--- src/rtl/btn_debounce_encoder.sv ---
// Four-button synchronizer, debouncer and one-hot encoder feeding the game FSM.
// Emits exactly one registered btn_valid pulse per clean single-button press; chords are locked out.
module btn_debounce_encoder #(
  parameter int DEBOUNCE = 50000,
  parameter int CNT_W    = 16
) (
  input  logic       clk_tick,
  input  logic       reset,
  input  logic [3:0] btn_raw,
  input  logic       armed,
  output logic       btn_valid,
  output logic [1:0] btn_val,
  output logic       dropped,
  output logic       chord,
  output logic [2:0] state
);

  typedef enum logic [2:0] {
    ST_IDLE    = 3'd0,
    ST_PRESS   = 3'd1,
    ST_HELD    = 3'd2,
    ST_RELEASE = 3'd3,
    ST_LOCKOUT = 3'd4
  } state_t;

  localparam logic [CNT_W-1:0] LP_CNT_LAST = CNT_W'(DEBOUNCE - 1);
  localparam logic [CNT_W-1:0] LP_CNT_ONE  = CNT_W'(1);

  function automatic logic [1:0] f_index(input logic [3:0] onehot);
    logic [1:0] v_idx;
    case (onehot)
      4'b0001: v_idx = 2'd0;
      4'b0010: v_idx = 2'd1;
      4'b0100: v_idx = 2'd2;
      4'b1000: v_idx = 2'd3;
      default: v_idx = 2'd0;
    endcase
    return v_idx;
  endfunction

  logic [3:0]       r_sync1;
  logic [3:0]       r_sync2;
  state_t           r_state;
  state_t           w_state_nxt;
  logic [CNT_W-1:0] r_cnt;
  logic [CNT_W-1:0] w_cnt_nxt;
  logic [3:0]       r_pattern;
  logic [3:0]       w_pattern_nxt;
  logic             r_btn_valid;
  logic             w_btn_valid_nxt;
  logic [1:0]       r_btn_val;
  logic [1:0]       w_btn_val_nxt;
  logic             r_dropped;
  logic             w_dropped_nxt;
  logic             r_chord;
  logic             w_chord_nxt;
  logic             w_none;
  logic             w_onehot;
  logic             w_multi;

  assign w_none   = (r_sync2 == 4'b0000);
  assign w_onehot = !w_none && ((r_sync2 & (r_sync2 - 4'd1)) == 4'b0000);
  assign w_multi  = !w_none && !w_onehot;

  // Two-flop synchronizer per button; only r_sync2 is consumed downstream.
  always_ff @(posedge clk_tick or posedge reset) begin
    if (reset) begin
      r_sync1 <= 4'b0000;
      r_sync2 <= 4'b0000;
    end else begin
      r_sync1 <= btn_raw;
      r_sync2 <= r_sync1;
    end
  end

  // Next-state and next-output logic of the qualification FSM.
  always_comb begin
    w_state_nxt     = r_state;
    w_cnt_nxt       = r_cnt;
    w_pattern_nxt   = r_pattern;
    w_btn_valid_nxt = 1'b0;
    w_btn_val_nxt   = r_btn_val;
    w_dropped_nxt   = 1'b0;
    w_chord_nxt     = 1'b0;
    case (r_state)
      ST_IDLE: begin
        if (w_onehot) begin
          w_state_nxt   = ST_PRESS;
          w_pattern_nxt = r_sync2;
          w_cnt_nxt     = '0;
        end else if (w_multi) begin
          w_state_nxt = ST_LOCKOUT;
          w_chord_nxt = 1'b1;
        end else begin
          w_state_nxt = ST_IDLE;
        end
      end
      ST_PRESS: begin
        if (w_multi) begin
          w_state_nxt = ST_LOCKOUT;
          w_chord_nxt = 1'b1;
        end else if (w_none) begin
          w_state_nxt = ST_IDLE;
        end else if (r_sync2 == r_pattern) begin
          if (r_cnt == LP_CNT_LAST) begin
            w_state_nxt = ST_HELD;
            if (armed) begin
              w_btn_valid_nxt = 1'b1;
              w_btn_val_nxt   = f_index(r_pattern);
            end else begin
              w_dropped_nxt = 1'b1;
            end
          end else begin
            w_cnt_nxt = r_cnt + LP_CNT_ONE;
          end
        end else begin
          // A different single button restarts qualification on that button.
          w_pattern_nxt = r_sync2;
          w_cnt_nxt     = '0;
        end
      end
      ST_HELD: begin
        if (w_none) begin
          w_state_nxt = ST_RELEASE;
          w_cnt_nxt   = '0;
        end else begin
          w_state_nxt = ST_HELD;
        end
      end
      ST_RELEASE: begin
        if (!w_none) begin
          w_state_nxt = ST_HELD;
        end else if (r_cnt == LP_CNT_LAST) begin
          w_state_nxt = ST_IDLE;
        end else begin
          w_cnt_nxt = r_cnt + LP_CNT_ONE;
        end
      end
      ST_LOCKOUT: begin
        if (w_none) begin
          w_state_nxt = ST_RELEASE;
          w_cnt_nxt   = '0;
        end else begin
          w_state_nxt = ST_LOCKOUT;
        end
      end
      default: begin
        w_state_nxt = ST_IDLE;
        w_cnt_nxt   = '0;
      end
    endcase
  end

  // State, counter and registered outputs.
  always_ff @(posedge clk_tick or posedge reset) begin
    if (reset) begin
      r_state     <= ST_IDLE;
      r_cnt       <= '0;
      r_pattern   <= 4'b0000;
      r_btn_valid <= 1'b0;
      r_btn_val   <= 2'd0;
      r_dropped   <= 1'b0;
      r_chord     <= 1'b0;
    end else begin
      r_state     <= w_state_nxt;
      r_cnt       <= w_cnt_nxt;
      r_pattern   <= w_pattern_nxt;
      r_btn_valid <= w_btn_valid_nxt;
      r_btn_val   <= w_btn_val_nxt;
      r_dropped   <= w_dropped_nxt;
      r_chord     <= w_chord_nxt;
    end
  end

  assign btn_valid = r_btn_valid;
  assign btn_val   = r_btn_val;
  assign dropped   = r_dropped;
  assign chord     = r_chord;
  assign state     = r_state;

endmodule
--- config.mk ---
export PLATFORM = sky130hd
export DESIGN_NAME = btn_debounce_encoder
export DESIGN_NICKNAME = d
export VERILOG_FILES = /design/src/rtl/btn_debounce_encoder.sv
export SDC_FILE = /design/constraint.sdc
export NUM_CORES = 1
export LEC_CHECK = 0
export BUFFER_PORTS_ARGS = -buffer_cell sky130_fd_sc_hd__buf_4
export CAP_MARGIN = 20
export CORE_MARGIN = 4
export CORE_UTILIZATION = 40
export CTS_CLUSTER_DIAMETER = 80
export CTS_CLUSTER_SIZE = 25
export DETAILED_ROUTE_END_ITERATION = 7
export HOLD_SLACK_MARGIN = 0.05
export SETUP_SLACK_MARGIN = 0.2
export SYNTH_ARGS = -nofsm -noshare
export SYNTH_HDL_FRONTEND = slang
export SYNTH_SLANG_ARGS = --single-unit
--- constraint.sdc ---
create_clock -name clk_tick -period 2.8 [get_ports clk_tick]
set_clock_uncertainty 0.05 [all_clocks]
set_input_delay 0.7 -clock clk_tick [delete_from_list [all_inputs] [get_ports clk_tick]]
set_output_delay 0.7 -clock clk_tick [all_outputs]
set_load 0.01 [all_outputs]
## After elaboration in Yosys (flattened, before gate mapping)

Index checks and enable logic that the tools add are counted.

- Eq/ne operators: 18
- Muxes and demuxes: 40
- Add/subtract/negate cells: 2
- Reductions and logical operators: 13
- Bitwise operators: 3

Operators with widths:

| operator | count |
|---|---|
| 2-to-1 mux 16 bit | 7 |
| case mux 16 bit (4 select lines) | 1 |
| 2-to-1 mux 3 bit | 9 |
| adder 16 x 1 -> 16 bit, second input constant | 1 |
| equality test 16 bit, second input constant | 1 |
| 2-to-1 mux 4 bit | 4 |
| 2-to-1 mux 1 bit | 15 |
| case mux 3 bit (5 select lines) | 1 |
| inequality test 2 bit, second input constant | 5 |
| AND reduction 5 bit | 2 |
| logical NOT 4 bit | 2 |
| inequality test 4 bit, second input constant | 2 |
| case mux 4 bit (2 select lines) | 1 |
| equality test 3 x 2 -> 1 bit, second input constant | 2 |
| case mux 2 bit (3 select lines) | 1 |
| AND reduction 6 bit | 1 |
| bitwise AND 4 bit | 1 |
| equality test 4 x 2 -> 1 bit, second input constant | 1 |
| equality test 4 x 3 -> 1 bit, second input constant | 1 |
| equality test 4 bit | 1 |
| equality test 4 bit, second input constant | 1 |
| subtractor 4 x 1 -> 4 bit, second input constant | 1 |
| equality test 3 x 1 -> 1 bit, second input constant | 1 |
| equality test 3 bit, second input constant | 1 |
| other kinds (10) | 13 |

- Register bits: 36
- Input port bits: 7
- Logic and storage cells: 85
- Output and inout bits: 8

## Depth between registers and ports, before layout

Gate-level depths: netlist of the first run.

- Depth after elaboration: 9
- Depth in mapped cells: 7
- Gate-level depth less buffers: 6

## Least setup slack after synthesis of the first run

No wires, ideal clock.

- Path kind: reg2reg
- Start point: register r_cnt[0]
- End point: register r_state[1], in the netlist state[1]
- Clock period less this slack: 2.048 ns
- Arrival: 1.867 ns
- Setup slack: 0.752 ns
- Data required time: 2.619 ns
- Library setup time: 0.131 ns
- Cell stages (with the launch flop): 8
- Path through: dfrtp_1 -> ha_1 -> nand2_1 -> or3_1 -> nor3_1 -> buf_2 -> a21oi_1 -> or3_1

- Longest elaborated chain between the ends: 3

Ends and longest elaborated chain:

| item | RTL line | RTL |
|---|---|---|
| start: declaration | 45 | `logic [CNT_W-1:0] r_cnt;` |
| start signal: assignment | 166 | `r_cnt <= w_cnt_nxt;` |
| equality test 16 bit * | 105, 133 |  |
| inequality test 4 bit (no source line) or inequality test 3 bit (tied branches) | - |  |
| AND reduction 3 bit (no source line) * | - |  |
| end signal: assignment | 165 | `r_state <= w_state_nxt;` |
| end: declaration | 43 | `state_t r_state;` |

Every way passes the cells marked *; elsewhere a longest branch is shown, timed or not.
A chain may end at the register's enable or synchronous reset.

## Worst setup path after layout of the first run

- Start point: register r_sync2[1]
- End point: register r_cnt[14]

- Longest elaborated chain between the ends: 8

Ends and longest elaborated chain:

| item | RTL line | RTL |
|---|---|---|
| start: declaration | 42 | `logic [3:0] r_sync2;` |
| start signal: assignment | 72 | `r_sync2 <= r_sync1;` |
| subtractor 4 x 1 -> 4 bit | 62 | `assign w_onehot = !w_none && ((r_sync2 & (r_sync2 - 4'd1)) == 4'b0000);` |
| bitwise AND 4 bit | 62 |  |
| logical NOT 4 bit | 62 |  |
| logical AND 1 bit | 62 |  |
| logical NOT 1 bit | 63 | `assign w_multi = !w_none && !w_onehot;` |
| logical AND 1 bit | 63 |  |
| inequality test 2 bit (no source line) | - |  |
| AND reduction 5 bit (no source line) | - |  |

Parallel ways exist; a longest one is shown, timed or not. The select of a mux whose other input is x is not followed.

==> results of run 1 <==
[critical path, delay by kind of cell (launching register included)]
kind / cells / cell delay, ns
flops: 1 / 0.56
simple gates: 3 / 1.24
compound gates: 2 / 0.21
buf+inv: 1 / 0.24
[cell type report]
cell class	instances	share of cell area (%)
clock inverters	1	0.3474
clock buffers	7	3.995
well taps	52	3.011
repair buffers	17	5.906
inverters	9	1.563
flip-flops and latches	36	41.69
multi-input cells	138	43.49
[per-layer routing]
layer | wire (um) | part of all wire (%)
met5 | 0 | 0
met3 | 235 | 5.9
met4 | 51 | 1.3
met2 | 1863 | 47
met1 | 1849 | 46
[power breakdown]
part	internal (mW)	switching, mW	total, mW
Clock	0.200	0.189	0.389
Sequential	0.593	0.117	0.710
Combinational	0.203	0.255	0.459
Total	0.997	0.561	1.56
[worst min path at each step]
| stage | start | end | slack, ns | cells after the start |
|---|---|---|---|---|
| after floorplan | r_sync1[0]$_DFF_PP0_ | r_sync2[0]$_DFF_PP0_ | 0.28 | 0 |
| after global placement | r_sync1[2]$_DFF_PP0_ | r_sync2[2]$_DFF_PP0_ | 0.29 | 0 |
| after detailed placement | r_sync1[2]$_DFF_PP0_ | r_sync2[2]$_DFF_PP0_ | 0.29 | 0 |
| after CTS | r_sync1[2]$_DFF_PP0_ | r_sync2[2]$_DFF_PP0_ | 0.30 | 0 |
| after global routing | r_sync1[0]$_DFF_PP0_ | r_sync2[0]$_DFF_PP0_ | 0.32 | 0 |
| final | r_sync1[2]$_DFF_PP0_ | r_sync2[2]$_DFF_PP0_ | 0.30 | 0 |
[cells by family (layout without fill, tap and decap cells)]
logic type	Yosys count	count (layout)	share of synthesized area (%)
flops	36	36	46.72
fa+ha+maj	3	3	1.687
simple gates	67	67	21.80
mux	6	6	3.504
xor+xnor	10	10	4.543
buf+inv	21	34	4.542
compound gates	52	52	17.20
[cell usage after synthesis, drive strengths merged, types with 2 or more instances]
library cell / number / area share [%]
a21o: 2 / 0.78
a21oi: 20 / 5.4
and3: 3 / 0.97
buf: 7 / 1.8
clkbuf: 5 / 0.97
dfrtp: 36 / 47
inv: 9 / 1.8
maj3: 2 / 1.0
mux2: 6 / 3.5
nand2: 8 / 1.6
nand3: 4 / 1.0
nand3b: 2 / 0.78
nand4: 5 / 1.6
nor2: 5 / 0.97
nor3: 7 / 1.8
nor4: 4 / 2.1
o211ai: 2 / 0.78
o21ai: 8 / 2.1
o31ai: 13 / 5.1
or3: 7 / 2.3
or3b: 2 / 0.91
or4: 13 / 5.1
xnor2: 3 / 1.4
xor2: 7 / 3.2
[registers in the layout (all words and copies together) (netlist names)]
signal / cells
btn_val: 2
btn_valid: 1
state: 3
r_sync2: 4
r_cnt: 16
r_sync1: 4
chord: 1
r_pattern: 4
dropped: 1
==> results.ini, run 1 <==
[worst_setup_path]
crit_path_cell_trace=nor4_4 -> or3_1 -> a32oi_1 -> buf_4 -> or4_1 -> a21oi_1
cp_max_fo=32
endpoint_kind=flip-flop
crit_type=flip-flop to flip-flop
required_ns=2.97
critPathLaunch=r_sync2[1]$_DFF_PP0_
crit_slowest_cell=dfrtp_1
worstSetupEndpoint=r_cnt[14]$_DFFE_PP0P_
crit_arrival_ns=2.57
r2r_setup_slack_ns=0.40
r2r_cells=6
worstSetupStartpointType=flip-flop
reg2reg_to=r_cnt[14]$_DFFE_PP0P_
slowest_delay_ns=0.56
r2r-start=r_sync2[1]$_DFF_PP0_

[clock_network]
cts_buffers=5
cts-htree-levels=2
clk_latency_ns=0.29
hold_buffers=0
cts_post_setup_buffers_inserted=0
clock_path_buffers=2
clkTransAtPathRegs_ns=0.08
cts-root-buf=clkbuf_8
cts_sinks=36
cts_resized=0
cts_tree=built

[global_route]
grt_util_all_layers_pct=13.97
antenna_found_initial=0
use_met3_pct=4.051
use_met2_pct=21.85
grt_use_met1_pct=18.54
grt_pass1_vias=1403
grt_pass1_wl_mm=6.720
busiest_layer=met2
overflow=0
grt_max_degree=37

[cells_and_area]
final_cell_mix=dfrtp_1, a21oi_1, buf_4
seqCellArea_um2=900.9
finalInstanceArea_um2=2161
mostFrequentLayoutCell=dfrtp_1
syn_to_final_growth_pct=12.07
final_core_util_pct=47.97
nNetsFinal=215
antenna_cells=0
instances_no_fill=260
multi_input_area_um2=939.7
n_fill_cell=433
layout-drive-gt1-share_pct=15.87

[synthesis]
async_flop_share_pct=100.0
synth_area_per_cell_um2=9.888
synth_area_um2=1928
ys_seq_elements=36
ys_warn_count=0
synth-main-ff-cell=dfrtp_1
yosysSeqAreaShare_pct=46.72
syn_nets=203
synth_cells=195
ys_types=41
synth_edf_count=0

[floorplanning]
design.core.area_um2=4504
dieArea_um2=5995
die_h_um=77.43
die-width_um=77.43
num_rows=24
start_util_pct=42.81
ios=15

[route]
first_pass_iters=4
drcViolationCount=0
wire_per_inst_um=15.38
viasPerCell=5.973
drt_iter0_drc=127
vias=1553
routed_wl_mm=3.999
detail-route-antenna-nets=0

[placement]
globalplace.congestion=0.8161
dp_cells=252
port_buffers=14
place_ws_ns=0.4526
dp_hpwl_mm=2.708
postPlaceCellArea_um2=2067

[timing]
period_share_pct=85.68
hold_viol_final=0
relSlewSlack_pct=61.31
fin_setup_tns_ns=0
rsz0062_at_grt=false
holdWs_ns=0.3008
setup_violations=0
report.final.slew_viol_count=0
fmax_ghz=0.4169
timing.final.ws_setup_ns=0.4011
fin_crit_ns=2.399
worstMarginPinSlew_ns=0.5804

[run_status]
status=finished clean

[power_and_ir_drop]
ir_drop_mv=0.3324
p_leak_nw=0.8700
p_per_area_nw_per_um2=721.0
p_total_mw=1.558

[run]
cap_violations=0

[hold_path]
holdCritPathClass=flip-flop to flip-flop

(Power assumes the default switching activity.)
==> run 2, diff against run 1 <==
Settings changed: RECOVER_POWER from default to 25.
==> results.ini, run 2 (same netlist as run 1, synthesis figures left out) <==
[run_status]
status=finished with violations  ; was finished clean
violations=max-capacitance violations, max-slew violations

[worst_setup_path]
required_ns=2.97  ; about the same
worstSetupStartpointType=flip-flop  ; unchanged
crit_type=flip-flop to flip-flop  ; unchanged
endpoint_kind=flip-flop  ; unchanged
crit_path_cell_trace=nor4_4 -> or3_1 -> a32oi_1 -> buf_4 -> or4_1 -> a21oi_1  ; unchanged
crit_buf_inv=1  ; unchanged
cp_top_family=simple AND/OR/NAND/NOR gates  ; unchanged
crit_arrival_ns=2.55  ; was 2.57 ns
slowest_delay_ns=0.56  ; about the same
crit_slowest_cell=dfrtp_1  ; unchanged
cp_max_fo=32  ; unchanged

[floorplanning]
dieArea_um2=5995  ; unchanged
ios=15  ; unchanged
num_rows=24  ; unchanged
die-width_um=77.43  ; unchanged
design.core.area_um2=4504  ; unchanged
die_h_um=77.43  ; unchanged
start_util_pct=42.81  ; unchanged

[placement]
dp_cells=252  ; unchanged
port_buffers=14  ; unchanged
globalplace.congestion=0.8161  ; unchanged
place_ws_ns=0.4526  ; unchanged
dp_hpwl_mm=2.708  ; unchanged

[route]
detail-route-antenna-nets=0  ; unchanged
viasPerCell=5.965  ; was 5.973
drcViolationCount=0  ; unchanged
drt_iter0_drc=149  ; was 127
first_pass_iters=4  ; unchanged
vias=1551  ; was 1553
routed_wl_mm=4.008  ; was 3.999 mm
wire_per_inst_um=15.42  ; was 15.38 um

[clock_network]
clkTransAtPathRegs_ns=0.08  ; about the same
cts_post_setup_buffers_inserted=0  ; unchanged
hold_buffers=0  ; unchanged
cts-htree-levels=2  ; unchanged
cts_tree=built  ; unchanged
clk_latency_ns=0.29  ; about the same
cts-root-buf=clkbuf_8  ; unchanged
cts_sinks=36  ; unchanged
cts_resized=0  ; unchanged
cts_buffers=5  ; unchanged
clock_path_buffers=2  ; unchanged

[timing]
fin_crit_ns=2.386  ; was 2.399 ns
worstMarginPinSlew_ns=1.874  ; was 0.5804 ns
rsz0062_at_grt=false  ; unchanged
hold_viol_final=0  ; unchanged
fin_setup_tns_ns=0  ; unchanged
report.final.slew_viol_count=37  ; was 0
relSlewSlack_pct=-24.95  ; was 61.31%
period_share_pct=85.20  ; was 85.68%
setup_violations=0  ; unchanged
fmax_ghz=0.4192  ; was 0.4169 GHz
holdWs_ns=0.3001  ; was 0.3008 ns
timing.final.ws_setup_ns=0.4144  ; was 0.4011 ns

[global_route]
antenna_found_initial=0  ; unchanged
grt_pass1_vias=1403  ; unchanged
overflow=0  ; unchanged
grt_util_all_layers_pct=13.97  ; unchanged
grt_max_degree=37  ; unchanged
grt_pass1_wl_mm=6.720  ; unchanged

[power_and_ir_drop]
p_leak_nw=0.8654  ; was 0.8700 nW
ir_drop_mv=0.3340  ; was 0.3324 mV
p_per_area_nw_per_um2=722.4  ; was 721.0 nW/um2
p_total_mw=1.558  ; about the same

[cells_and_area]
syn_to_final_growth_pct=11.88  ; was 12.07%
nNetsFinal=215  ; unchanged
regMostFlops=r_cnt  ; unchanged
antenna_cells=0  ; unchanged
instances_no_fill=260  ; unchanged
largest_register_ffs=16  ; unchanged
mostFrequentLayoutCell=dfrtp_1  ; unchanged
layout-drive-gt1-share_pct=15.38  ; was 15.87%
final_cell_mix=dfrtp_1, a21oi_1, o31ai_1, or4_1, buf_4  ; was dfrtp_1, a21oi_1, buf_4

[run]
cap_violations=1  ; was 0

[hold_path]
holdCritPathClass=flip-flop to flip-flop  ; unchanged

[run 2: cell count changes in the layout (fill, tap and decap cells not counted)]
cell,delta
buf_4,-6
clkbuf_1,+1
clkbuf_4,+5
[run 2: area by class of cell]
| type | count | area (um2) |
|---|---|---|
| Fill cell | 433 | 2347 |
| Multi-Input combinational cell | 138 | 939.7 |
| Sequential cell | 36 | 900.9 |
| Timing Repair Buffer | 17 | 123.9 |
| Clock buffer | 7 | 86.33 |
| Tap cell | 52 | 65.06 |
| Inverter | 9 | 33.78 |
| Clock inverter | 1 | 7.507 |
[run 2: power breakdown]
part	switching, mW	internal (mW)
Sequential	0.117	0.593
Clock	0.190	0.200
Combinational	0.256	0.202
[run 2: worst paths after layout]
path | from | to | slack [ns] | depth (start not counted)
min in group asynchronous | reset | r_cnt[14]$_DFFE_PP0P_ | 1.03 | 3
max in group asynchronous | reset | r_sync1[0]$_DFF_PP0_ | 0.59 | 3
max | r_sync2[1]$_DFF_PP0_ | r_cnt[14]$_DFFE_PP0P_ | 0.41 | 6
min | r_sync1[2]$_DFF_PP0_ | r_sync2[2]$_DFF_PP0_ | 0.30 | 0
max reg2reg | r_sync2[1]$_DFF_PP0_ | r_cnt[14]$_DFFE_PP0P_ | 0.41 | 6
min reg2reg | r_sync1[2]$_DFF_PP0_ | r_sync2[2]$_DFF_PP0_ | 0.30 | 0
[run 2: layer usage]
layer | vias to the layer above | global-route usage (%) | share of wire (%)
li1 | 752 | - | -
met2 | 37 | 21.85 | 46
met4 | 0 | 4.804 | 1.3
met5 | - | 0 | 0
met1 | 757 | 18.54 | 47
met3 | 5 | 4.051 | 4.9
[run 2: through the flow]
| step | instance area (um2) | util [%] |
|---|---|---|
| finish | 2157 | 47.89 |
| global route | 2157 | 47.89 |
| CTS | 2161 | 47.97 |
| detailed placement | 2067 | 45.89 |
| global placement | 2067 | 45.89 |
| floorplan | 1928 | - |
